==> src/rtl/router_sync_mp_if.sv <==
// router_sync_mp_if: bundles the router-side handshake and status signals.
//   slave  : the router's view (address/FIFO status in, write enables/status out)
//   master : the driving side (sequencer FSM, FIFOs, status reader)
// Signals:
//   data_in, detect_add      destination address and its capture strobe
//   write_enb_reg            request to write the current byte
//   full, empty, read_enb    per-port FIFO status and downstream read strobes
//   clr_status               clears the sticky timeout flags
//   write_enb, fifo_full     one-hot write enable and selected-port full status
//   vld_out, soft_reset      per-port data-valid and one-cycle flush pulse
//   addr_err, timeout_flag   illegal-address pulse and sticky timeout record
interface router_sync_mp_if #(
  parameter int NPORTS = 3,
  parameter int ADDR_W = 2
);
  logic [ADDR_W-1:0] data_in;
  logic              detect_add;
  logic              write_enb_reg;
  logic [NPORTS-1:0] full;
  logic [NPORTS-1:0] empty;
  logic [NPORTS-1:0] read_enb;
  logic              clr_status;
  logic [NPORTS-1:0] write_enb;
  logic              fifo_full;
  logic [NPORTS-1:0] vld_out;
  logic [NPORTS-1:0] soft_reset;
  logic              addr_err;
  logic [NPORTS-1:0] timeout_flag;

  modport slave (
    input  data_in, detect_add, write_enb_reg, full, empty, read_enb, clr_status,
    output write_enb, fifo_full, vld_out, soft_reset, addr_err, timeout_flag
  );

  modport master (
    output data_in, detect_add, write_enb_reg, full, empty, read_enb, clr_status,
    input  write_enb, fifo_full, vld_out, soft_reset, addr_err, timeout_flag
  );
endinterface

==> src/rtl/router_sync_mp.sv <==
// router_sync_mp: destination-port selection and per-port stall supervision.
// Captures a destination address, steers the write enable and full status to
// the selected port, and watches every port independently for a downstream
// stall; after TIMEOUT consecutive stalled edges the port gets a one-cycle
// soft_reset pulse and its sticky timeout_flag bit is set.
// Ports:
//   clock   rising-edge clock
//   resetn  synchronous active-low reset
//   bus     router_sync_mp_if.slave (see interface header for signal list)
module router_sync_mp #(
  parameter int NPORTS  = 3,
  parameter int ADDR_W  = 2,
  parameter int TIMEOUT = 30,
  parameter int CNT_W   = 8
) (
  input  logic               clock,
  input  logic               resetn,
  router_sync_mp_if.slave    bus
);

  // One extra bit so NPORTS itself is representable when 2**ADDR_W == NPORTS.
  localparam logic [ADDR_W:0] NPORTS_LIM = (ADDR_W + 1)'(NPORTS);
  localparam logic [CNT_W-1:0] CNT_LAST  = CNT_W'(TIMEOUT - 1);

  logic [ADDR_W-1:0] sel_q, sel_d;
  logic              sel_valid_q, sel_valid_d;
  logic              addr_err_q, addr_err_d;
  logic [CNT_W-1:0]  cnt_q [NPORTS];
  logic [CNT_W-1:0]  cnt_d [NPORTS];
  logic [NPORTS-1:0] soft_reset_q, soft_reset_d;
  logic [NPORTS-1:0] timeout_flag_q, timeout_flag_d;

  logic [NPORTS-1:0] vld;
  logic [NPORTS-1:0] stall;
  logic [NPORTS-1:0] write_enb_c;
  logic              fifo_full_c;

  assign vld = ~bus.empty;

  always_comb begin
    sel_d       = sel_q;
    sel_valid_d = sel_valid_q;
    addr_err_d  = 1'b0;
    if (bus.detect_add) begin
      if ({1'b0, bus.data_in} < NPORTS_LIM) begin
        sel_d       = bus.data_in;
        sel_valid_d = 1'b1;
      end else begin
        sel_valid_d = 1'b0;
        addr_err_d  = 1'b1;
      end
    end
  end

  // A port under flush is not counted as stalled, so the count restarts
  // cleanly on the edge after the pulse.
  always_comb begin
    stall        = vld & ~bus.read_enb & ~soft_reset_q;
    soft_reset_d = '0;
    for (int i = 0; i < NPORTS; i++) begin
      cnt_d[i] = '0;
      if (stall[i]) begin
        if (cnt_q[i] == CNT_LAST) begin
          soft_reset_d[i] = 1'b1;
        end else begin
          cnt_d[i] = cnt_q[i] + 1'b1;
        end
      end
    end
    // A new pulse overrides a simultaneous clear.
    timeout_flag_d = (bus.clr_status ? '0 : timeout_flag_q) | soft_reset_d;
  end

  // Gated by resetn so the outputs are quiet during the first reset cycle too.
  always_comb begin
    write_enb_c = '0;
    fifo_full_c = 1'b0;
    for (int i = 0; i < NPORTS; i++) begin
      if (resetn && sel_valid_q && (sel_q == ADDR_W'(i))) begin
        write_enb_c[i] = bus.write_enb_reg;
        fifo_full_c    = bus.full[i];
      end
    end
  end

  always_ff @(posedge clock) begin
    if (!resetn) begin
      sel_q          <= '0;
      sel_valid_q    <= 1'b0;
      addr_err_q     <= 1'b0;
      soft_reset_q   <= '0;
      timeout_flag_q <= '0;
      for (int i = 0; i < NPORTS; i++) cnt_q[i] <= '0;
    end else begin
      sel_q          <= sel_d;
      sel_valid_q    <= sel_valid_d;
      addr_err_q     <= addr_err_d;
      soft_reset_q   <= soft_reset_d;
      timeout_flag_q <= timeout_flag_d;
      for (int i = 0; i < NPORTS; i++) cnt_q[i] <= cnt_d[i];
    end
  end

  assign bus.write_enb    = write_enb_c;
  assign bus.fifo_full    = fifo_full_c;
  assign bus.vld_out      = vld;
  assign bus.soft_reset   = soft_reset_q;
  assign bus.addr_err     = addr_err_q;
  assign bus.timeout_flag = timeout_flag_q;

endmodule

==> src/flat_wrapper.sv <==
// flat-port wrapper written by rule: the top's interface ports become plain ports
module router_sync_mp_flat 
#(
  parameter int NPORTS  = 3,
  parameter int ADDR_W  = 2,
  parameter int TIMEOUT = 30,
  parameter int CNT_W   = 8
)
  (clock, resetn, bus_data_in, bus_detect_add, bus_write_enb_reg, bus_full, bus_empty, bus_read_enb, bus_clr_status, bus_write_enb, bus_fifo_full, bus_vld_out, bus_soft_reset, bus_addr_err, bus_timeout_flag);
  router_sync_mp_if #(.NPORTS(NPORTS), .ADDR_W(ADDR_W)) bus_i ();
  input  logic clock;
  input  logic resetn;
  input wire logic [$bits(bus_i.data_in)-1:0] bus_data_in;
  input wire logic [$bits(bus_i.detect_add)-1:0] bus_detect_add;
  input wire logic [$bits(bus_i.write_enb_reg)-1:0] bus_write_enb_reg;
  input wire logic [$bits(bus_i.full)-1:0] bus_full;
  input wire logic [$bits(bus_i.empty)-1:0] bus_empty;
  input wire logic [$bits(bus_i.read_enb)-1:0] bus_read_enb;
  input wire logic [$bits(bus_i.clr_status)-1:0] bus_clr_status;
  output wire logic [$bits(bus_i.write_enb)-1:0] bus_write_enb;
  output wire logic [$bits(bus_i.fifo_full)-1:0] bus_fifo_full;
  output wire logic [$bits(bus_i.vld_out)-1:0] bus_vld_out;
  output wire logic [$bits(bus_i.soft_reset)-1:0] bus_soft_reset;
  output wire logic [$bits(bus_i.addr_err)-1:0] bus_addr_err;
  output wire logic [$bits(bus_i.timeout_flag)-1:0] bus_timeout_flag;
  assign bus_i.data_in = bus_data_in;
  assign bus_i.detect_add = bus_detect_add;
  assign bus_i.write_enb_reg = bus_write_enb_reg;
  assign bus_i.full = bus_full;
  assign bus_i.empty = bus_empty;
  assign bus_i.read_enb = bus_read_enb;
  assign bus_i.clr_status = bus_clr_status;
  assign bus_write_enb = bus_i.write_enb;
  assign bus_fifo_full = bus_i.fifo_full;
  assign bus_vld_out = bus_i.vld_out;
  assign bus_soft_reset = bus_i.soft_reset;
  assign bus_addr_err = bus_i.addr_err;
  assign bus_timeout_flag = bus_i.timeout_flag;
  router_sync_mp #(.NPORTS(NPORTS), .ADDR_W(ADDR_W), .TIMEOUT(TIMEOUT), .CNT_W(CNT_W)) u_core (.clock(clock), .resetn(resetn), .bus(bus_i));
endmodule
==> config.mk <==
export PLATFORM = sky130hd
export DESIGN_NAME = router_sync_mp_flat
export DESIGN_NICKNAME = d
export VERILOG_FILES = /design/src/rtl/router_sync_mp_if.sv /design/src/rtl/router_sync_mp.sv /design/src/flat_wrapper.sv
export SDC_FILE = /design/constraint.sdc
export NUM_CORES = 1
export LEC_CHECK = 0
export BUFFER_PORTS_ARGS = -buffer_cell sky130_fd_sc_hd__buf_2
export CORE_UTILIZATION = 40
export CTS_BUF_LIST = sky130_fd_sc_hd__clkbuf_8
export CTS_CLUSTER_DIAMETER = 30
export DETAILED_ROUTE_END_ITERATION = 16
export GPL_TIMING_DRIVEN = 0
export PLACE_DENSITY = 0.62
export SLEW_MARGIN = 20
export SYNTH_ARGS = -nofsm -noshare
export SYNTH_HDL_FRONTEND = slang
export SYNTH_SLANG_ARGS = --single-unit
==> constraint.sdc <==
create_clock -name clock -period 2.1 [get_ports clock]
set_clock_uncertainty 0.1 [all_clocks]
set_input_delay 0.105 -clock clock [delete_from_list [all_inputs] [get_ports clock]]
set_output_delay 0.105 -clock clock [all_outputs]
set_load 0.01 [all_outputs]
After elaboration in Yosys (flattened, before gate mapping)

Memory sizes are Yosys's and may differ from the RTL's.
Index checks and enable logic that the tools add are counted.

Add/sub/neg operators: 3
Equality and inequality tests: 5
Reduce and logical (&&, ||, !) cells: 7
Bitwise gates (word level): 9
$lt $le $gt $ge: 1
Muxes and demuxes: 26

Operators by type and width:

| kind                                                                   | number |
|---|---|
| 8-bit two-way mux                                                      | 9 |
| 8-bit by 1-bit adder with 8-bit output (second input constant)         | 3 |
| 8-bit by 5-bit equality test with 1-bit output (second input constant) | 3 |
| 1-bit two-way mux                                                      | 16 |
| 3-bit inverter                                                         | 3 |
| 3-bit AND                                                              | 2 |
| 1-bit logical AND                                                      | 4 |
| 2-bit AND reduction                                                    | 2 |
| 3-bit two-way mux                                                      | 1 |
| 1-bit OR                                                               | 3 |
| 3-bit OR                                                               | 1 |
| 2-bit by 1-bit equality test with 1-bit output (second input constant) | 1 |
| 2-bit equality test (second input constant)                            | 1 |
| 2-bit zero test                                                        | 1 |
| 2-bit less-than comparator (second input constant)                     | 1 |

Register bits after elaboration: 10
Bits in writable memories: 24
Memories kept: 1
Output and inout port bits: 14

Memory list:

| name         | words | bits a word | rd ports | clocked after memory_dff | write ports | RTL line             | RTL |
|---|---|---|---|---|---|---|---|
| u_core.cnt_q | 3     | 8           | 3        | 0                        | 3           | router_sync_mp.sv:28 | `logic [CNT_W-1:0] cnt_q [NPORTS];` |

Longest topological paths before layout

Gate-level depths: netlist of run 1.

Word-level depth: 5
Depth in mapped cells: 5

Worst setup path after synthesis of run 1

No wires, ideal clock.

Path kind: register -> register
Start: memory u_core.cnt_q[2][0] (netlist: u_core.cnt_q[0][16])
End: memory u_core.cnt_q[2][2] (netlist: u_core.cnt_q[0][18])
Stages on the path, launching flop included: 5
Clock period less this slack: 1.546 ns
Library setup time: 0.126 ns
Slack: 0.554 ns
Data required time: 1.874 ns
Buffers on the path: 0
Arrival time: 1.320 ns
Cell sequence: dfxtp_1 ha_1 or4b_4 o21ai_0 nor2_1

RTL lines:

| what        | RTL line |
|---|---|
| from (decl) | router_sync_mp.sv:28 |

==> results of run 1 <==
[path summary, 6_finish.rpt]
| check | cells past startpoint | slack (ns) | to | from |
|---|---|---|---|---|
| max | 4 | 0.40 | u_core.cnt_q[0][18] | u_core.cnt_q[0][16] |
| min | 2 | 0.03 | u_core.bus.addr_err | bus_data_in[0] |
| max reg2reg | 4 | 0.40 | u_core.cnt_q[0][18] | u_core.cnt_q[0][16] |
| min reg2reg | 1 | 0.35 | u_core.bus.timeout_flag[2] | u_core.bus.timeout_flag[2] |
[critical path, stage by stage (launching register included)]
cell and delay, ns:
dfxtp_1 0.39, ha_1 0.16, or4b_4 0.50, o21ai_0 0.33, nor2_1 0.09
[cells by family after synthesis]
logic type      count (synthesis)  share of synthesized area (%)
simple gates                   65                          28.23
compound gates                 39                          16.76
flops                          34                          43.62
buf+inv                        14                          4.251
fa+ha+maj                       6                          4.811
xor+xnor                        3                          1.684
mux                             1                         0.6416
[timing repair]
action / in CTS / in global routing
hold buffers: 1 / 0
hold endpoints to repair: 1 / 0
buffers inserted: 0 / 0
setup endpoints to repair: 0 / 0
[Yosys cell counts, types with 2 or more instances]
cell / number
nor2_1: 8
or4b_1: 7
nand4_1: 3
nor2_2: 3
nand3_2: 3
buf_2: 2
a311oi_1: 2
a31oi_1: 6
a21oi_1: 9
o21ai_0: 10
nor3_4: 2
nand3_1: 2
or3_1: 3
inv_1: 10
nand3b_1: 4
ha_1: 6
xnor2_1: 3
o221a_2: 2
o31ai_1: 3
nand2_1: 15
or4b_4: 2
or4_1: 3
a21o_1: 3
dfxtp_1: 34
nor3b_1: 2
[sequential cells by signal, indices dropped and copies added, names as in the netlist]
name,cells
u_core.sel_valid_q,1
u_core.cnt_q,24
u_core.bus.addr_err,1
u_core.bus.soft_reset,3
u_core.sel_q,2
u_core.bus.timeout_flag,3
[through the flow]
step / hold WS, ns / cells / total power [uW] / setup slack [ns]
after floorplan: 0.1428 / 162 / 714.1 / 0.5538
after global placement: 0.2698 / 239 / 742.8 / 0.3977
after detailed placement: 0.2709 / 239 / 744.7 / 0.4036
after CTS: 0.02634 / 247 / 1180 / 0.3898
after global routing: 0.02702 / 247 / 1218 / 0.3077
final: 0.03469 / 247 / 1169 / 0.3984
[layout make-up]
| cell class | count | area (sq um) |
|---|---|---|
| clock buffers | 5 | 68.82 |
| flip-flops and latches | 34 | 680.7 |
| repair buffers | 30 | 155.1 |
| fillers | 367 | 1837 |
| well taps | 48 | 60.06 |
| inverters | 10 | 37.54 |
| clock inverters | 2 | 7.507 |
| plain buffers | 4 | 28.78 |
| multi-input cells | 114 | 813.3 |
[power by group]
group	switching [uW]	total, uW	internal (uW)
sequential	8.13	660	652
combinational	34.3	70.7	36.4
clock	220	438	218
[per-layer routing]
metal	vias up	global-route usage [%]	part of all wire, %
met4	0	7.500	1.6
li1	668	-	-
met1	604	19.74	46
met2	27	28.16	48
met5	-	0	0
met3	7	4.225	4.2
==> run_results.csv, run 1 <==
group,metric,value,unit
power,leakagePower,0.0007270,uW
timing,fin_crit_sh,81.03,%
synthesis,yosysWarnings,0,
floorplanning,die_w,64.46,microns
place,gp_congestion,0.7585,
worst_setup_path,worst-setup-path-type,"register to register",
place,portBuffers,29,
timing,setup_viol,0,
synthesis,synth_edf_count,0,
grt,grt_max_degree,11,
cells_and_area,fin_util,50.20,%
floorplanning,ios,30,
drt,wl,2997,microns
drt,drtAntennaViolNets,0,
clock_tree,clock-sinks,34,
cells_and_area,final_area,1852,sq um
timing,tightest_slew,0.3529,ns
cells_and_area,layout_commonest_cell,"dfxtp_1",
drt,drt_first_pass_iters,4,
timing,finalMaxSlewViolations,0,
synthesis,syn_area,1560,sq um
grt,grt_usage,16.66,%
worst_setup_path,crit_required,2.16,ns
synthesis,yosysTopAreaCell,"dfxtp_1",
clock_tree,clkTransAtPathRegs,0.06,ns
floorplanning,fp.dieH,64.46,microns
timing,period_minus_slack,1.702,ns
cells_and_area,final_cell_mix,"dfxtp_1 (34), buf_2 (31), nand2_1 (15)",
cells_and_area,syn_to_final_growth,18.69,%
grt,antenna_found_initial,0,
flow_run,maxCapViolations,0,
synthesis,synth_top_cells_by_area,"dfxtp_1 (44%), ha_1 (4.8%), or4b_1 (4.5%), nand2_1 (3.6%), o21ai_0 (3.2%)",
drt,wl_per_cell,12.13,microns
drt,drc_errors,0,
clock_tree,cts_tree,"yes",
timing,maxSlewHeadroom,76.23,%
floorplanning,row_count,22,
clock_tree,clk_latency,0.28,ns
synthesis,synthFlopType,"dfxtp_1",
floorplanning,fp.coreArea,3689,sq um
place,hpwl,2199,microns
power,p_per_area,631.2,nW/um^2
worst_setup_path,cp.arrival,1.76,ns
timing,grt_setup_unrepaired,"false",
floorplanning,dieArea,4154,sq um
drt,drtIter0Drc,76,
grt,grt_pass1_wl,5375,microns
timing,tns,0,ns
grt,grt_overflow,0,
drt,vias,1306,
synthesis,synth_nets,184,
synthesis,syn_area_per_cell,9.631,sq um
clock_tree,clockBufferDepth,2,
grt,first_global_vias,1265,
timing,max_freq,0.5877,GHz
drt,vias_per_cell,5.287,
power,worst_ir_drop_vdd,0.0003675,V
place,place_area,1765,sq um
clock_tree,cts_root_buffer,"clkbuf_8",
worst_setup_path,start_kind,"register",
synthesis,ys_seq_elements,34,
synthesis,ys_types,40,
clock_tree,htreeDepth,2,
floorplanning,initial_core_util,42.30,%
cells_and_area,insertedDiodeCount,0,
worst_setup_path,cp_max_fo,5,
timing,hold_violations,0,
clock_tree,cts_buffers,5,
min_path,hold_class,"primary input to register",
cells_and_area,final_nets,221,
synthesis,synth_top_area_share,43.62,%
synthesis,ys_seq_area_share,43.62,%
status,outcome,"finished, final reports clean",
clock_tree,cts_resized,0,
worst_setup_path,end_kind,"register",
synthesis,synthArstFlopShare,0,%
cells_and_area,drive_gt1_share,26.13,%
synthesis,postSynthCellCount,162,
Power figures use the tool's default switching activity.
==> run 2, diff against run 1 <==
--- a/config.mk
+++ b/config.mk
@@ -5,13 +5,14 @@
 export SDC_FILE = /design/constraint.sdc
 export NUM_CORES = 1
 export LEC_CHECK = 0
+export ABC_AREA = 1
 export BUFFER_PORTS_ARGS = -buffer_cell sky130_fd_sc_hd__buf_2
 export CORE_UTILIZATION = 40
 export CTS_BUF_LIST = sky130_fd_sc_hd__clkbuf_8
 export CTS_CLUSTER_DIAMETER = 30
 export DETAILED_ROUTE_END_ITERATION = 16
 export GPL_TIMING_DRIVEN = 0
-export PLACE_DENSITY = 0.62
+export PLACE_DENSITY = 0.64
 export SLEW_MARGIN = 20
 export SYNTH_ARGS = -nofsm -noshare
 export SYNTH_HDL_FRONTEND = slang
==> constraint.sdc (replaced) <==
create_clock -name clock -period 1.4 [get_ports clock]
set_clock_uncertainty 0.1 [all_clocks]
set_input_delay 0.07 -clock clock [delete_from_list [all_inputs] [get_ports clock]]
set_output_delay 0.07 -clock clock [all_outputs]
set_load 0.01 [all_outputs]
==> run 2 against run 1 <==
Compared with the run above: routed wire length decreased by 0.77%; sequential power increased by 50%; cell area up 12%; register-to-register slack got worse by 0.27 ns; cell count up 25%; die area up 3.7%; setup slack lost 0.33 ns; utilization grew 4.7 points; clock-buffer cell count unchanged; sequential share of layout area down 3.9 points; global-route usage fell by 0.39 points; largest cell class unchanged; the run now ends with negative hold slack left; sequential cell count unchanged.
==> run_results.csv, run 2 <==
group,metric,value,unit
drt,vias,1395,
timing,grt_setup_unrepaired,"true",
cells_and_area,top_register,"u_core.cnt_q",
grt,gr-max-usage-layer,"met2",
floorplanning,fp.dieH,65.65,microns
timing,tightest_slew,0.2197,ns
timing,period_minus_slack,1.336,ns
cells_and_area,insertedDiodeCount,0,
drt,drc_errors,0,
synthesis,synth_top_cells_by_area,"dfxtp_1 (42%), nand2_1 (9.0%), nor2_1 (8.3%), inv_1 (6.9%), ha_1 (4.6%)",
timing,maxSlewHeadroom,85.22,%
clock_tree,cts_buffers,5,
clock_tree,clk_latency,0.29,ns
drt,drt_first_pass_iters,4,
grt,grt_overflow,0,
clock_tree,cts_tree,"yes",
worst_setup_path,cp_max_fo,2,
synthesis,synthTopCellsByCount,"nand2_1 (39), nor2_1 (36), dfxtp_1 (34), inv_1 (30), nand3_1 (12)",
worst_setup_path,worst-setup-path-type,"primary input to register",
worst_setup_path,cp.arrival,1.42,ns
synthesis,ys_types,30,
floorplanning,row_count,22,
floorplanning,initial_core_util,42.97,%
drt,wl,2974,microns
min_path,hold_class,"primary input to register",
synthesis,yosysTopAreaCell,"dfxtp_1",
grt,antenna_found_initial,0,
floorplanning,dieArea,4309,sq um
timing,hold_violations,1,
synthesis,synthArstFlopShare,0,%
clock_tree,clock-sinks,34,
grt,grt_usage,16.27,%
cells_and_area,syn_to_final_growth,27.72,%
worst_setup_path,start_kind,"primary input",
cells_and_area,drive_gt1_share,24.14,%
synthesis,synthFlopType,"dfxtp_1",
timing,whs,-0.02827,ns
grt,gr-usage-met1,18.15,%
worst_setup_path,crit_required,1.49,ns
synthesis,yosysWarnings,0,
grt,grt_max_degree,13,
synthesis,postSynthCellCount,215,
drt,wl_per_cell,9.625,microns
clock_tree,htreeDepth,2,
synthesis,synth_edf_count,0,
cells_and_area,layout_commonest_cell,"nand2_1",
clock_tree,cts_root_buffer,"clkbuf_8",
grt,first_global_vias,1287,
status,violations,"negative hold slack",
power,p_per_area,1065,nW/um^2
grt,gr-usage-met3,4.861,%
flow_run,maxCapViolations,0,
cells_and_area,final_cells,309,
power,worst_ir_drop_vdd,0.0006107,V
timing,max_freq,0.7486,GHz
status,outcome,"complete, but fails checks",
floorplanning,ios,30,
worst_setup_path,end_kind,"register",
clock_tree,clockBufferDepth,2,
synthesis,ys_seq_area_share,42.01,%
drt,vias_per_cell,4.515,
cells_and_area,nFillCells,362,
timing,finalMaxSlewViolations,0,
clock_tree,clkTransAtPathRegs,0.07,ns
floorplanning,fp.coreArea,3771,sq um
synthesis,ys_seq_elements,34,
place,portBuffers,28,
clock_tree,post-cts-setup-buffers,0,
drt,drtIter0Drc,58,
cells_and_area,largest_reg_flops,24,
cells_and_area,final_nets,282,
synthesis,synth_most_common_cell,"nand2_1",
synthesis,syn_area,1620,sq um
place,gp_congestion,0.7729,
drt,drtAntennaViolNets,0,
power,leakagePower,0.0008184,uW
timing,setup_viol,0,
place,place_inst,291,
synthesis,synth_top_area_share,42.01,%
grt,grt_pass1_wl,5264,microns
cells_and_area,final_cell_mix,"nand2_1 (39), nor2_1 (36), dfxtp_1 (34)",
synthesis,synth_nets,237,
synthesis,syn_area_per_cell,7.536,sq um
floorplanning,die_w,65.65,microns
place,hpwl,2134,microns
timing,fin_crit_sh,95.41,%
grt,grt_use_met2,27.30,%
## run 2: path summary, 6_finish.rpt
path / from / endpoint / slack (ns) / cells past startpoint
worst max-delay path: bus_data_in[0] / u_core.bus.addr_err / 0.06 / 5
worst min-delay path: bus_empty[1] / u_core.bus.soft_reset[1] / -0.03 / 4
worst max register to register: u_core.cnt_q[0][0] / u_core.cnt_q[0][0] / 0.13 / 6
worst min register to register: u_core.cnt_q[0][7] / u_core.cnt_q[0][7] / 0.37 / 2
## run 2: kinds of logic (layout without fill, tap and decap cells)
| kind of cell | after synthesis | count (layout) | share of synthesized area [%] |
|---|---|---|---|
| and+or+nand+nor | 112 | 112 | 33.13 |
| DFF | 34 | 34 | 42.01 |
| xor gates and xnor gates | 6 | 6 | 3.244 |
| buffers and inverters | 34 | 80 | 8.108 |
| AOI/OAI and AO/OA | 23 | 23 | 8.880 |
| adders and majority gates | 6 | 6 | 4.633 |
## run 2: metrics by stage
stage / cell area (sq um) / setup TNS, ns / utilization [%] / total power (uW) / setup WS (ns)
final: 2069 / 0 / 54.88 / 2204 / 0.06425
after global routing: 2069 / -0.03488 / 54.88 / 2296 / -0.03488
after CTS: 2068 / 0 / 54.84 / 2230 / 0.02736
after detailed placement: 1821 / 0 / 48.27 / 1111 / 0.1225
after global placement: 1821 / 0 / 48.27 / 1109 / 0.1576
after floorplan: 1620 / 0 / - / 1069 / 0.2815
## run 2: where the power goes
part / internal [uW] / switching, uW
clock network: 713 / 378
logic: 59.7 / 64.4
registers: 978 / 10.5
## run 2: cell type report
| class | instances | area (sq um) | share of cell area [%] |
|---|---|---|---|
| clock inverters | 3 | 68.82 | 3.325 |
| plain buffers | 1 | 7.507 | 0.3628 |
| flip-flops and latches | 34 | 680.7 | 32.89 |
| repair buffers | 38 | 240.2 | 11.61 |
| well taps | 48 | 60.06 | 2.902 |
| inverters | 33 | 123.9 | 5.986 |
| clock buffers | 5 | 68.82 | 3.325 |
| multi-input cells | 147 | 819.5 | 39.60 |
## run 2: critical path: stages
cell and delay (ns):
dlygate4sd3_1 0.54, buf_2 0.13, nand2_1 0.07, dlygate4sd3_1 0.57, nor3_2 0.04
## run 2: metal layers
metal / wire, microns / vias up
met5: 0 / -
met1: 1484 / 592
met2: 1274 / 31
met3: 144 / 7
li1: - / 765
met4: 70 / 0
## run 2: timing repair
| action | in CTS | in global routing |
|---|---|---|
| gates resized for setup | 0 | 3 |
| endpoints found under the hold margin | 10 | 0 |
| hold buffers | 11 | 0 |
| endpoints found under the setup margin | 0 | 4 |
